`src/rtl/dmem_arb_pkg.sv`:
```
// Shared types and constants for the two-port data-memory arbiter.
package dmem_arb_pkg;

    typedef enum logic [1:0] {
        IDLE = 2'd0,
        ACC  = 2'd1,
        ACK  = 2'd2
    } state_t;

    localparam logic PORT_CPU = 1'b0;
    localparam logic PORT_AUX = 1'b1;

    // Captured fields are stored at the widest supported width; the top slices
    // them back down to its ADDR_W/DATA_W (both must be <= 64).
    localparam int CAP_ADDR_W = 64;
    localparam int CAP_DATA_W = 64;

    typedef struct packed {
        logic                  rd;
        logic                  wr;
        logic [CAP_ADDR_W-1:0] addr;
        logic [CAP_DATA_W-1:0] wdata;
    } cap_req_t;

    // rd together with wr is treated as a write, so only a pure rd reads.
    function automatic logic is_read(input cap_req_t r);
        return r.rd && !r.wr;
    endfunction

endpackage

```
`src/rtl/dmem_arb_pick2.sv`:
```
// Combinational winner select for two requesters.
// DMEM_ARB_RR_EN selects round-robin tie-break; otherwise port 0 wins ties.
module dmem_arb_pick2
    import dmem_arb_pkg::*;
(
    input  logic req0,
    input  logic req1,
    input  logic last_grant,
    output logic grant,
    output logic valid
);

    assign valid = req0 | req1;

`ifdef DMEM_ARB_RR_EN
    always_comb begin
        grant = PORT_CPU;
        if (req0 && req1) begin
            grant = ~last_grant;
        end else if (req1) begin
            grant = PORT_AUX;
        end
    end
`else
    // Fixed priority has no use for grant history.
    logic unused_last_grant;
    assign unused_last_grant = last_grant;

    always_comb begin
        grant = PORT_CPU;
        if (!req0 && req1) begin
            grant = PORT_AUX;
        end
    end
`endif

endmodule

```
`src/rtl/dmem_arbiter.sv`:
```
// Two-port arbiter sharing a single-ported data memory; one access per 3 cycles.
// Tie-break mode: DMEM_ARB_RR_EN defined = round-robin, undefined = port 0 priority.
module dmem_arbiter
    import dmem_arb_pkg::*;
#(
    parameter int ADDR_W = 32,
    parameter int DATA_W = 32
) (
    input  logic              clk,
    input  logic              reset,
    input  logic              req0,
    input  logic              rd0,
    input  logic              wr0,
    input  logic [ADDR_W-1:0] addr0,
    input  logic [DATA_W-1:0] wdata0,
    input  logic              req1,
    input  logic              rd1,
    input  logic              wr1,
    input  logic [ADDR_W-1:0] addr1,
    input  logic [DATA_W-1:0] wdata1,
    output logic              ack0,
    output logic              ack1,
    output logic [DATA_W-1:0] rdata0,
    output logic [DATA_W-1:0] rdata1,
    output logic              mem_rd,
    output logic              mem_wr,
    output logic [ADDR_W-1:0] mem_addr,
    output logic [DATA_W-1:0] mem_wdata,
    input  logic [DATA_W-1:0] mem_rdata,
    output state_t            fsm_state
);

    state_t            state;
    state_t            state_next;
    cap_req_t          cap_q;
    cap_req_t          cap_sel;
    logic              win_q;
    logic              last_grant_q;
    logic              grant;
    logic              grant_valid;
    logic [DATA_W-1:0] rdata0_q;
    logic [DATA_W-1:0] rdata1_q;

    // Upper capture bits beyond ADDR_W/DATA_W are always zero.
    logic unused_cap;
    assign unused_cap = ^{cap_q.addr, cap_q.wdata};

    dmem_arb_pick2 u_pick (
        .req0       (req0),
        .req1       (req1),
        .last_grant (last_grant_q),
        .grant      (grant),
        .valid      (grant_valid)
    );

    always_comb begin
        cap_sel.rd    = rd0;
        cap_sel.wr    = wr0;
        cap_sel.addr  = CAP_ADDR_W'(addr0);
        cap_sel.wdata = CAP_DATA_W'(wdata0);
        if (grant == PORT_AUX) begin
            cap_sel.rd    = rd1;
            cap_sel.wr    = wr1;
            cap_sel.addr  = CAP_ADDR_W'(addr1);
            cap_sel.wdata = CAP_DATA_W'(wdata1);
        end
    end

    always_ff @(posedge clk or posedge reset) begin
        if (reset) begin
            state <= IDLE;
        end else begin
            state <= state_next;
        end
    end

    always_comb begin
        state_next = state;
        mem_rd     = 1'b0;
        mem_wr     = 1'b0;
        mem_addr   = '0;
        mem_wdata  = '0;
        ack0       = 1'b0;
        ack1       = 1'b0;
        case (state)
            IDLE: begin
                if (grant_valid) begin
                    state_next = ACC;
                end
            end
            ACC: begin
                state_next = ACK;
                mem_wr     = cap_q.wr;
                mem_rd     = is_read(cap_q);
                // A no-op keeps the bus fully quiet, address included.
                if (cap_q.rd || cap_q.wr) begin
                    mem_addr = cap_q.addr[ADDR_W-1:0];
                end
                if (cap_q.wr) begin
                    mem_wdata = cap_q.wdata[DATA_W-1:0];
                end
            end
            ACK: begin
                state_next = IDLE;
                ack0       = (win_q == PORT_CPU);
                ack1       = (win_q == PORT_AUX);
            end
            default: begin
                state_next = IDLE;
            end
        endcase
    end

    always_ff @(posedge clk or posedge reset) begin
        if (reset) begin
            cap_q        <= '0;
            win_q        <= PORT_CPU;
            last_grant_q <= PORT_AUX;
            rdata0_q     <= '0;
            rdata1_q     <= '0;
        end else begin
            case (state)
                IDLE: begin
                    if (grant_valid) begin
                        cap_q <= cap_sel;
                        win_q <= grant;
                    end
                end
                ACC: begin
                    // Writes and no-ops return zero read data.
                    if (win_q == PORT_CPU) begin
                        rdata0_q <= is_read(cap_q) ? mem_rdata : '0;
                    end else begin
                        rdata1_q <= is_read(cap_q) ? mem_rdata : '0;
                    end
                end
                ACK: begin
                    last_grant_q <= win_q;
                end
                default: begin
                end
            endcase
        end
    end

    assign rdata0    = rdata0_q;
    assign rdata1    = rdata1_q;
    assign fsm_state = state;

endmodule

```
`config.mk`:
```
export PLATFORM = sky130hd
export DESIGN_NAME = dmem_arbiter
export DESIGN_NICKNAME = d
export VERILOG_FILES = /design/src/rtl/dmem_arb_pkg.sv /design/src/rtl/dmem_arb_pick2.sv /design/src/rtl/dmem_arbiter.sv
export SDC_FILE = /design/constraint.sdc
export NUM_CORES = 1
export LEC_CHECK = 0
export BUFFER_PORTS_ARGS = -buffer_cell sky130_fd_sc_hd__buf_2
export CAP_MARGIN = 20
export CORE_MARGIN = 10
export CORE_UTILIZATION = 46
export CTS_BUF_LIST = sky130_fd_sc_hd__clkbuf_8
export DETAILED_ROUTE_END_ITERATION = 8
export GPL_ROUTABILITY_DRIVEN = 0
export GPL_TIMING_DRIVEN = 0
export PLACE_DENSITY = 0.79
export SLEW_MARGIN = 5
export SYNTH_ARGS = -nofsm -noshare
export SYNTH_HDL_FRONTEND = slang
export SYNTH_SLANG_ARGS = --single-unit
```
`constraint.sdc`:
```
create_clock -name clk -period 7.6 [get_ports clk]
set_input_delay 0.38 -clock clk [delete_from_list [all_inputs] [get_ports clk]]
set_output_delay 0.38 -clock clk [all_outputs]
set_load 0.01 [all_outputs]
```
==> results.md, run 1 <==
- Status: finished clean
- DPL Wire Length: 15.55 mm
- Seq/Total Area, Yosys: 51.29%
- First-pass GRT wire length: 31.11 mm
- Setup slack, reg-to-reg: 5800 ps
- Max-cap violations: 0
- Metal-1 WL: 7.995 mm
- Distinct cells, synth: 22
- Clk_lat worst skew: 430 ps
- P_sw: 1.214 mW
- EDFF count, synth: 0
- Full die area: 0.01926 sq mm
- Ranking of synthesized cells by area: dfrtp_1 51%, mux2_4 16%, mux2_2 11%, nand2_1 5.6%, o21ai_0 4.9%
- CP peak stage delay: 520 ps
- RR Startpoint: fsm_state[0]$_DFFE_PP0P_
- Die Y: 138.8 microns
- Reg power frac: 36.3%
- Worst min-delay path class: in -> reg
- Most used cell, CP: buf_2
- DRT Pass-1 Iters: 4
- Initial Utilization: 46.93%
- Peak supply drop: 169.7 uV
- Max Fclk: 382.6 MHz
- Fin nets: 1,035
- CP Max Fanout: 10
- Initial antenna violation count: 0
- Minimum clock period: 2614 ps
- Critical path's top delay family: buffers and inverters
- CP endpoint kind: primary output
- H-tree levels: 4
- Root Buffer: clkbuf_8
- Leading area contributor after synthesis: dfrtp_1
- Setup Buffers After CTS: 0
- Post_cts resized: 0
- Stages on worst setup path: 6
- # diodes: 0
- Top cell type's share of synthesized area: 51.29%
- Hold path depth: 2
- Post-Synthesis Cells: 545
- Fill count: 1,147
- Clock slew at reported path FFs: 70 ps
- Combinational Power Share: 43.1%
- CP Data Required Time: 7220 ps
- Synthesis-to-layout area growth: 34.48%
- CP bufs+invs: 3
- Top layer in use: met4
- CTS tree: done
- R2r endpoint: cap_q[12]$_DFFE_PP0P_
- Met3 wire length: 1.582 mm
- Final Core Density: 63.11%
- Total number of vias: 5,294
- Clock network fraction of total power: 20.6%
- WL per Instance: 18.56 microns
- Grt total ovfl: 0
- Ranking of synthesized cells by instance count: 133 x dfrtp_1, 96 x nand2_1, 69 x mux2_4, 63 x mux2_2, 63 x o21ai_0
- Cell Rows: 43
- Rel. slew slack: 65.94%
- Final setup vio count: 0
- Slowest cell on crit path: dfrtp_1
- Critical Path AT: 2230 ps
- Min Hold Slack: 150.5 ps
- P_leak: 4.762 nW
- Ys Warns: 0
- Asr flop ratio synth: 100.0%
- Clock skew: 10.32 ps
- Int Power: 2.125 mW
- Setup TNS: 0 ps
- Clock sink count: 133
- Final-report hold violation count: 0
- Max clock buf depth: 2
- Worst setup endpoint: mem_addr[9]
- Die W: 138.8 microns
- # IOs: 302
- Syn Area/Cell: 11.91 sq um
- # port buffers: 301
- Total track usage: 19.79%
- Number of global-route vias before repair: 5,811
- Count leader, synth: dfrtp_1
- Crit path from: fsm_state[0]$_DFFE_PP0P_
- Syn Std Cell Area: 0.006489 sq mm
- Pin count of the biggest net entering global routing: 81
- Core Box Area: 0.01383 sq mm
- Worst Reg-to-Reg Cells: 5
- DRC: 0
- Switch share: 36.36%
- Synthesized flop and latch total: 133
- Tcrit/Tclk final: 34.39%
- First-iteration detailed-routing DRC count: 237
- RSZ-0062 raised after global routing: no
- Startpoint types: flip-flop
- P per Cell Area: 382.7 mW/mm^2
- WS Path Type: reg -> out
- Antenna Nets Post-Route: 0
- Vias per cell: 4.999
- Syn_nets: 713
- Worst-path cell chain: nor2b_1 > buf_2 > o21a_1 > clkbuf_1 > and2_1 > buf_2
- Slew Viols, Final: 0
- Fraction of layout cells with a size suffix above 1: 55.18%
- Final wirelength: 19.66 mm
- Top_reg_cell synth: dfrtp_1
- CTS buffer count: 17
- Actual transition at the worst max-transition pin: 510.9 ps
- Met2 wire length: 9.710 mm
## final cells by class
| cell class | count | area, sq um | area share [%] |
|---|---|---|---|
| clock buffer | 19 | 261.5 | 2.997 |
| clock inverter | 12 | 201.4 | 2.309 |
| buffer | 41 | 230.2 | 2.638 |
| inverter | 1 | 8.758 | 0.1004 |
| multi-input combinational | 370 | 2927 | 33.54 |
| sequential | 133 | 3328 | 38.14 |
| timing repair buffer | 303 | 1544 | 17.69 |
| tap | 180 | 225.2 | 2.581 |
## worst min-delay path by stage
stage	startpoint	endpoint	slack, ps
after floorplan	req0	win_q$_DFFE_PP0P_	470
after global routing	req0	win_q$_DFFE_PP0P_	140
after global placement	rdata1[10]$_DFFE_PP0P_	rdata1[10]$_DFFE_PP0P_	460
after detailed placement	reset	cap_q[89]$_DFFE_PP0P_	460
final	req0	win_q$_DFFE_PP0P_	150
after CTS	req0	win_q$_DFFE_PP0P_	120
## worst reg2reg max path, cell delays in order, from the launching register on
cell	delay (ps)
dfrtp_1	490
nor2_1	220
o21a_1	230
buf_4	230
buf_6	210
mux2_4	310
## power groups by stage
stage / Sequential (mW) / Combinational [mW] / Clock [mW]
after global placement: 1.21 / 1.42 / 0
final: 1.21 / 1.44 / 0.689
after detailed placement: 1.22 / 1.46 / 0
after global routing: 1.26 / 1.57 / 0.730
after floorplan: 1.24 / 0.860 / 0
after CTS: 1.21 / 1.46 / 0.698
## routing by layer
layer	global-route usage [%]	vias to the layer above
met3	7.842	25
met5	0	-
met4	5.821	0
met2	33.30	209
li1	-	2516
met1	22.71	2544
## through the flow
| stage | instance area, sq um | instances | setup slack (ps) | power, mW |
|---|---|---|---|---|
| after detailed placement | 8253 | 1027 | 5372 | 2.680 |
| after global routing | 8726 | 1059 | 4766 | 3.562 |
| final | 8726 | 1059 | 4986 | 3.339 |
| after floorplan | 6489 | 545 | 3666 | 2.102 |
| after global placement | 8220 | 1026 | 2144 | 2.631 |
| after CTS | 8726 | 1059 | 4888 | 3.373 |
## logic make-up after synthesis
group / synth area share (%)
buf+inv: 3.606
flops: 51.29
mux: 26.90
compound gates: 5.322
simple gates: 12.88
## flip-flops by register name, summed over array words and instances (netlist names)
name and flops:
rdata1 32, win_q 1, fsm_state 2, cap_q 66, rdata0 32
## layout by cell type (no fill, tap or decap), drive strengths merged
cell	count
nand2	96
or3b	1
o21a	2
clkbuf	41
and2	34
nor2	1
dlygate4sd3	1
buf	321
a21oi	2
and3	32
nand2b	1
nand3b	1
and3b	1
nor2b	2
nor3b	1
mux2	132
inv	4
clkinvlp	1
bufinv	5
o21ai	64
clkinv	3
dfrtp	133
## what timing repair did
| item | 4_1_cts | 5_1_grt |
|---|---|---|
| endpoints found under the hold margin | 25 | 0 |
| hold buffers | 1 | 0 |
| endpoints found under the setup margin | 0 | 0 |
Power figures use the tool's default switching activity.
==> inputs of run 2 (changes only) <==
clock period = 2.7 ns   (was 7.6 ns; I/O delays follow)
==> run 2 against run 1 <==
Non-clock buffer count is 35 higher. Flip-flop and latch count did not move. Utilization increased by 2.1 points. Critical path depth unchanged. Sequential share of layout area decreased by 1.2 points. Register-to-register slack got worse by 4900 ps. Via count is 2.2% higher.
==> results.md, run 2 (synthesized netlist as in run 1, its figures left out) <==
- Status: finished clean
- WL per Instance: 18.52 microns
- Pin count of the biggest net entering global routing: 41
- Max reg flops: 66
- Largest reg by FF count: cap_q
- Vias per cell: 4.939
- Max Fclk: 430.9 MHz
- Total number of vias: 5,408
- Clock skew: 17.84 ps
- Worst min-delay path class: in -> reg
- Final Core Density: 65.20%
- Clock slew at reported path FFs: 70 ps
- Number of global-route vias before repair: 6,083
- Initial Utilization: 46.93%
- Peak supply drop: 490.1 uV
- # diodes: 0
- Max clock buf depth: 2
- CP bufs+invs: 3
- Hold Startpoint: req1
- Most used cell, CP: buf_2
- WS Path Type: reg -> out
- CP peak stage delay: 500 ps
- P per Cell Area: 1016 mW/mm^2
- # port buffers: 301
- Clk_lat worst skew: 430 ps
- DRT Pass-1 Iters: 4
- P_leak: 4.867 nW
- Non-Filler Instances: 1,095
- Max-cap violations: 0
- Multi-input logic area: 0.002927 sq mm
- Clock sink count: 133
- Total track usage: 20.64%
- First-iteration detailed-routing DRC count: 203
- CTS buffer count: 17
- Final-report hold violation count: 0
- RR Startpoint: fsm_state[0]$_DFFE_PP0P_
- Tcrit/Tclk final: 85.95%
- Critical Path AT: 2190 ps
- H-tree levels: 4
- Worst Reg-to-Reg Cells: 5
- Fraction of layout cells with a size suffix above 1: 53.33%
- Setup TNS: 0 ps
- DRC: 0
- R2r endpoint: cap_q[18]$_DFFE_PP0P_
- Die W: 138.8 microns
- Grt total ovfl: 0
- Leading cell types in the layout, fill and taps excluded: 311 x buf_2, 133 x dfrtp_1, 96 x nand2_1
- Hold path depth: 3
- Fill count: 1,081
- Startpoint types: flip-flop
- Root Buffer: clkbuf_8
- Worst-path cell chain: nor2b_1 > buf_2 > o21a_1 > clkbuf_1 > and2_1 > buf_2
- Final wirelength: 20.28 mm
- Register Area: 0.003328 sq mm
- Setup slack, reg-to-reg: 880 ps
- Slew Viols, Final: 0
- Initial antenna violation count: 0
- CP Data Required Time: 2570 ps
- Rel. slew slack: 52.19%
- Slowest cell on crit path: dfrtp_1
- Full die area: 0.01926 sq mm
- Critical path's top delay family: buffers and inverters
- CP Max Fanout: 10
- Antenna Nets Post-Route: 0
- Hold Path End: win_q$_DFFE_PP0P_
- Cell Rows: 43
- Core Box Area: 0.01383 sq mm
- RSZ-0062 raised after global routing: no
- Post_cts resized: 0
- # IOs: 302
- DPL Wire Length: 15.72 mm
- Actual transition at the worst max-transition pin: 715.6 ps
- Final setup vio count: 0
- CP endpoint kind: primary output
- Fin nets: 1,070
- CTS tree: done
- Die Y: 138.8 microns
- Minimum clock period: 2321 ps
- Placed insts: 1,029
- Commonest non-fill, non-tap cell in the layout: buf_2
- Synthesis-to-layout area growth: 38.93%
- First-pass GRT wire length: 32.49 mm
## run 2: routing by layer
layer,vias up,wire length [microns],track usage [%]
li1,2579,-,-
met1,2591,8015,23.26
met2,217,10260,35.57
met3,21,1697,7.808
met4,0,299,5.931
met5,-,0,0
## run 2: final cells by class
class	count	area share (%)
Multi-Input combinational cell	370	32.46
Inverter	1	0.08328
Timing Repair Buffer	338	21.15
Clock buffer	17	2.595
Sequential cell	133	36.92
Tap cell	180	2.498
Clock inverter	15	1.735
Buffer	41	2.554
## run 2: power breakdown
group	total (mW)	switching (mW)	internal, mW
combinational	4.10	2.14	1.96
clock	1.65	0.820	0.825
sequential	3.41	0.504	2.91
total	9.16	3.47	5.69
## run 2: stage by stage
step | instance area [sq um] | setup WS [ps] | total power, mW | hold slack (ps)
floorplan | 6492 | 913.8 | 5.916 | 220.7
global route | 9015 | 132.2 | 9.810 | 22.01
CTS | 9015 | 305.1 | 9.239 | 24.66
global placement | 8224 | 72.15 | 7.400 | 337.5
detailed placement | 8284 | 806.8 | 7.551 | 285.3
finish | 9015 | 379.3 | 9.159 | 52.82
## run 2: how the worst max path moves through the flow
stage                                         from  depth (start not counted)               endpoint
after global placement                       reset                          2  cap_q[67]$_DFFE_PP0P_
after CTS                 fsm_state[0]$_DFFE_PP0P_                          6            mem_addr[9]
final                     fsm_state[0]$_DFFE_PP0P_                          6            mem_addr[9]
after floorplan                              reset                          1   cap_q[0]$_DFFE_PP0P_
after global routing      fsm_state[0]$_DFFE_PP0P_                          6           mem_addr[29]
after detailed placement  fsm_state[0]$_DFFE_PP0P_                          6            mem_addr[9]
## run 2: tightest hold or removal path, stage by stage
cell and delay [ps]:
buf_2 120, a21oi_1 120, a21oi_1 50
## run 2: what timing repair did
| item | CTS | global route |
|---|---|---|
| setup endpoints to repair | 0 | 0 |
| hold endpoints to repair | 94 | 0 |
| hold buffers | 34 | 0 |
| setup buffers | 0 | 0 |
==> inputs of run 3 (changes only) <==
clock period = 2.2 ns   (was 2.7 ns; I/O delays follow)
==> run 3 against run 2 <==
Die area is the same. Sequential share of layout area decreased by 0.23 points. Sequential power is 22% higher. Wire length up 0.46%. Critical endpoint unchanged.
==> results.md, run 3 (synthesized netlist as in run 1, its figures left out) <==
- Status: finished clean
- Fill count: 1,074
- First-pass GRT wire length: 32.51 mm
- Clk_lat worst skew: 430 ps
- Largest reg by FF count: cap_q
- DRT Pass-1 Iters: 4
- Total number of vias: 5,428
- DRC: 0
- Final worst slack: 183.3 ps
- Initial antenna violation count: 0
- Combinational Power Share: 45.2%
- Final-report hold violation count: 0
- Switch share: 37.69%
- Final setup vio count: 0
- Tcrit/Tclk final: 91.67%
- Placed insts: 1,029
- H-tree levels: 4
- Full die area: 0.01926 sq mm
- Die W: 138.8 microns
- Clock skew: 12.81 ps
- # IOs: 302
- Setup TNS: 0 ps
- Synthesis-to-layout area growth: 39.92%
- Minimum clock period: 2017 ps
- Initial Utilization: 46.93%
- Commonest non-fill, non-tap cell in the layout: buf_2
- WL per Instance: 18.52 microns
- Fraction of layout cells with a size suffix above 1: 54.13%
- Cell Rows: 43
- Setup slack, reg-to-reg: 330 ps
- Startpoint types: flip-flop
- Worst min-delay path class: in -> reg
- Rel. slew slack: 52.38%
- Int Power: 7.034 mW
- Max clock buf depth: 2
- Max reg flops: 66
- Actual transition at the worst max-transition pin: 712.8 ps
- # port buffers: 301
- Leading cell types in the layout, fill and taps excluded: 312 x buf_2, 131 x dfrtp_1, 96 x nand2_1
- Peak supply drop: 594.4 uV
- Fin nets: 1,075
- Reg power frac: 37.0%
- Pre-CTS setup slack: 331.8 ps
- Non-Filler Instances: 1,100
- Number of global-route vias before repair: 6,082
- CTS tree: done
- First-iteration detailed-routing DRC count: 223
- P_leak: 4.908 nW
- # diodes: 0
- CP endpoint kind: primary output
- Die Y: 138.8 microns
- Core Box Area: 0.01383 sq mm
- Clock network fraction of total power: 17.9%
- RSZ-0062 raised after global routing: no
- Min Hold Slack: 28.91 ps
- Clock sink count: 133
- CP Data Required Time: 2090 ps
- WS Path Type: reg -> out
- Antenna Nets Post-Route: 0
- Grt total ovfl: 0
- CP Max Fanout: 10
- Critical Path AT: 1910 ps
- CTS buffer count: 17
- Final wirelength: 20.37 mm
- Slew Viols, Final: 0
- Clock slew at reported path FFs: 70 ps
- P_sw: 4.255 mW
- Total track usage: 20.65%
- P per Cell Area: 1244 mW/mm^2
- Max Fclk: 495.8 MHz
- Root Buffer: clkbuf_8
- Final Core Density: 65.66%
- Pin count of the biggest net entering global routing: 41
- DPL Wire Length: 15.72 mm
- Vias per cell: 4.935
- Max-cap violations: 0
run 3: metrics by stage:
step | cell area [sq um] | power (mW)
after floorplan | 6492 | 7.261
after global placement | 8224 | 9.082
after detailed placement | 8284 | 9.267
after CTS | 9027 | 11.35
after global routing | 9079 | 12.09
final | 9079 | 11.29
run 3: cell type report:
cell class                      count  area, sq um  share of cell area [%]
Tap cell                          180        225.2                   2.481
Multi-Input combinational cell    370         2928                   32.25
Sequential cell                   133         3331                   36.69
Timing Repair Buffer              344         1962                   21.61
Clock buffer                       17        234.0                   2.577
Inverter                            1        7.507                 0.08269
Buffer                             40        235.2                   2.591
Clock inverter                     15        156.4                   1.723
run 3: path summary, 6_finish.rpt:
check,startpoint,end,cells past startpoint
min in group asynchronous,reset,rdata0[7]$_DFFE_PP0P_,3
max in group asynchronous,reset,cap_q[23]$_DFFE_PP0P_,5
max reg2reg,cap_q[128]$_DFFE_PP0P_,rdata1[16]$_DFFE_PP0P_,5
min reg2reg,rdata0[22]$_DFFE_PP0P_,rdata0[22]$_DFFE_PP0P_,2
max,fsm_state[1]$_DFFE_PP0P_,mem_addr[9],6
min,req1,win_q$_DFFE_PP0P_,3
run 3: what timing repair did:
item	in CTS	in global routing
hold endpoints to repair	96	3
gates resized for setup	5	8
endpoints found under the setup margin	38	50
cloned	0	0
hold buffers	35	3
setup buffers	0	2
pin swaps	0	0
run 3: worst max-delay path, stage by stage (launching register included):
cell and delay [ps]:
dfrtp_2 470, nor2b_1 130, clkbuf_4 200, o21a_2 190, clkbuf_2 200, and2_1 160, buf_2 140
run 3: power by group through the flow:
stage	logic (mW)	registers, mW	clock network [mW]
final	5.10	4.17	2.02
after global routing	5.60	4.32	2.17
after CTS	5.12	4.18	2.05
after detailed placement	5.06	4.21	0
after global placement	4.92	4.17	0
after floorplan	2.97	4.29	0
run 3: layer usage:
metal  GRT usage (%)  share of wire [%]
met1           23.33                 39
met2           35.55                 51
met3           7.808                8.3
met4           5.931                1.5
met5               0                  0
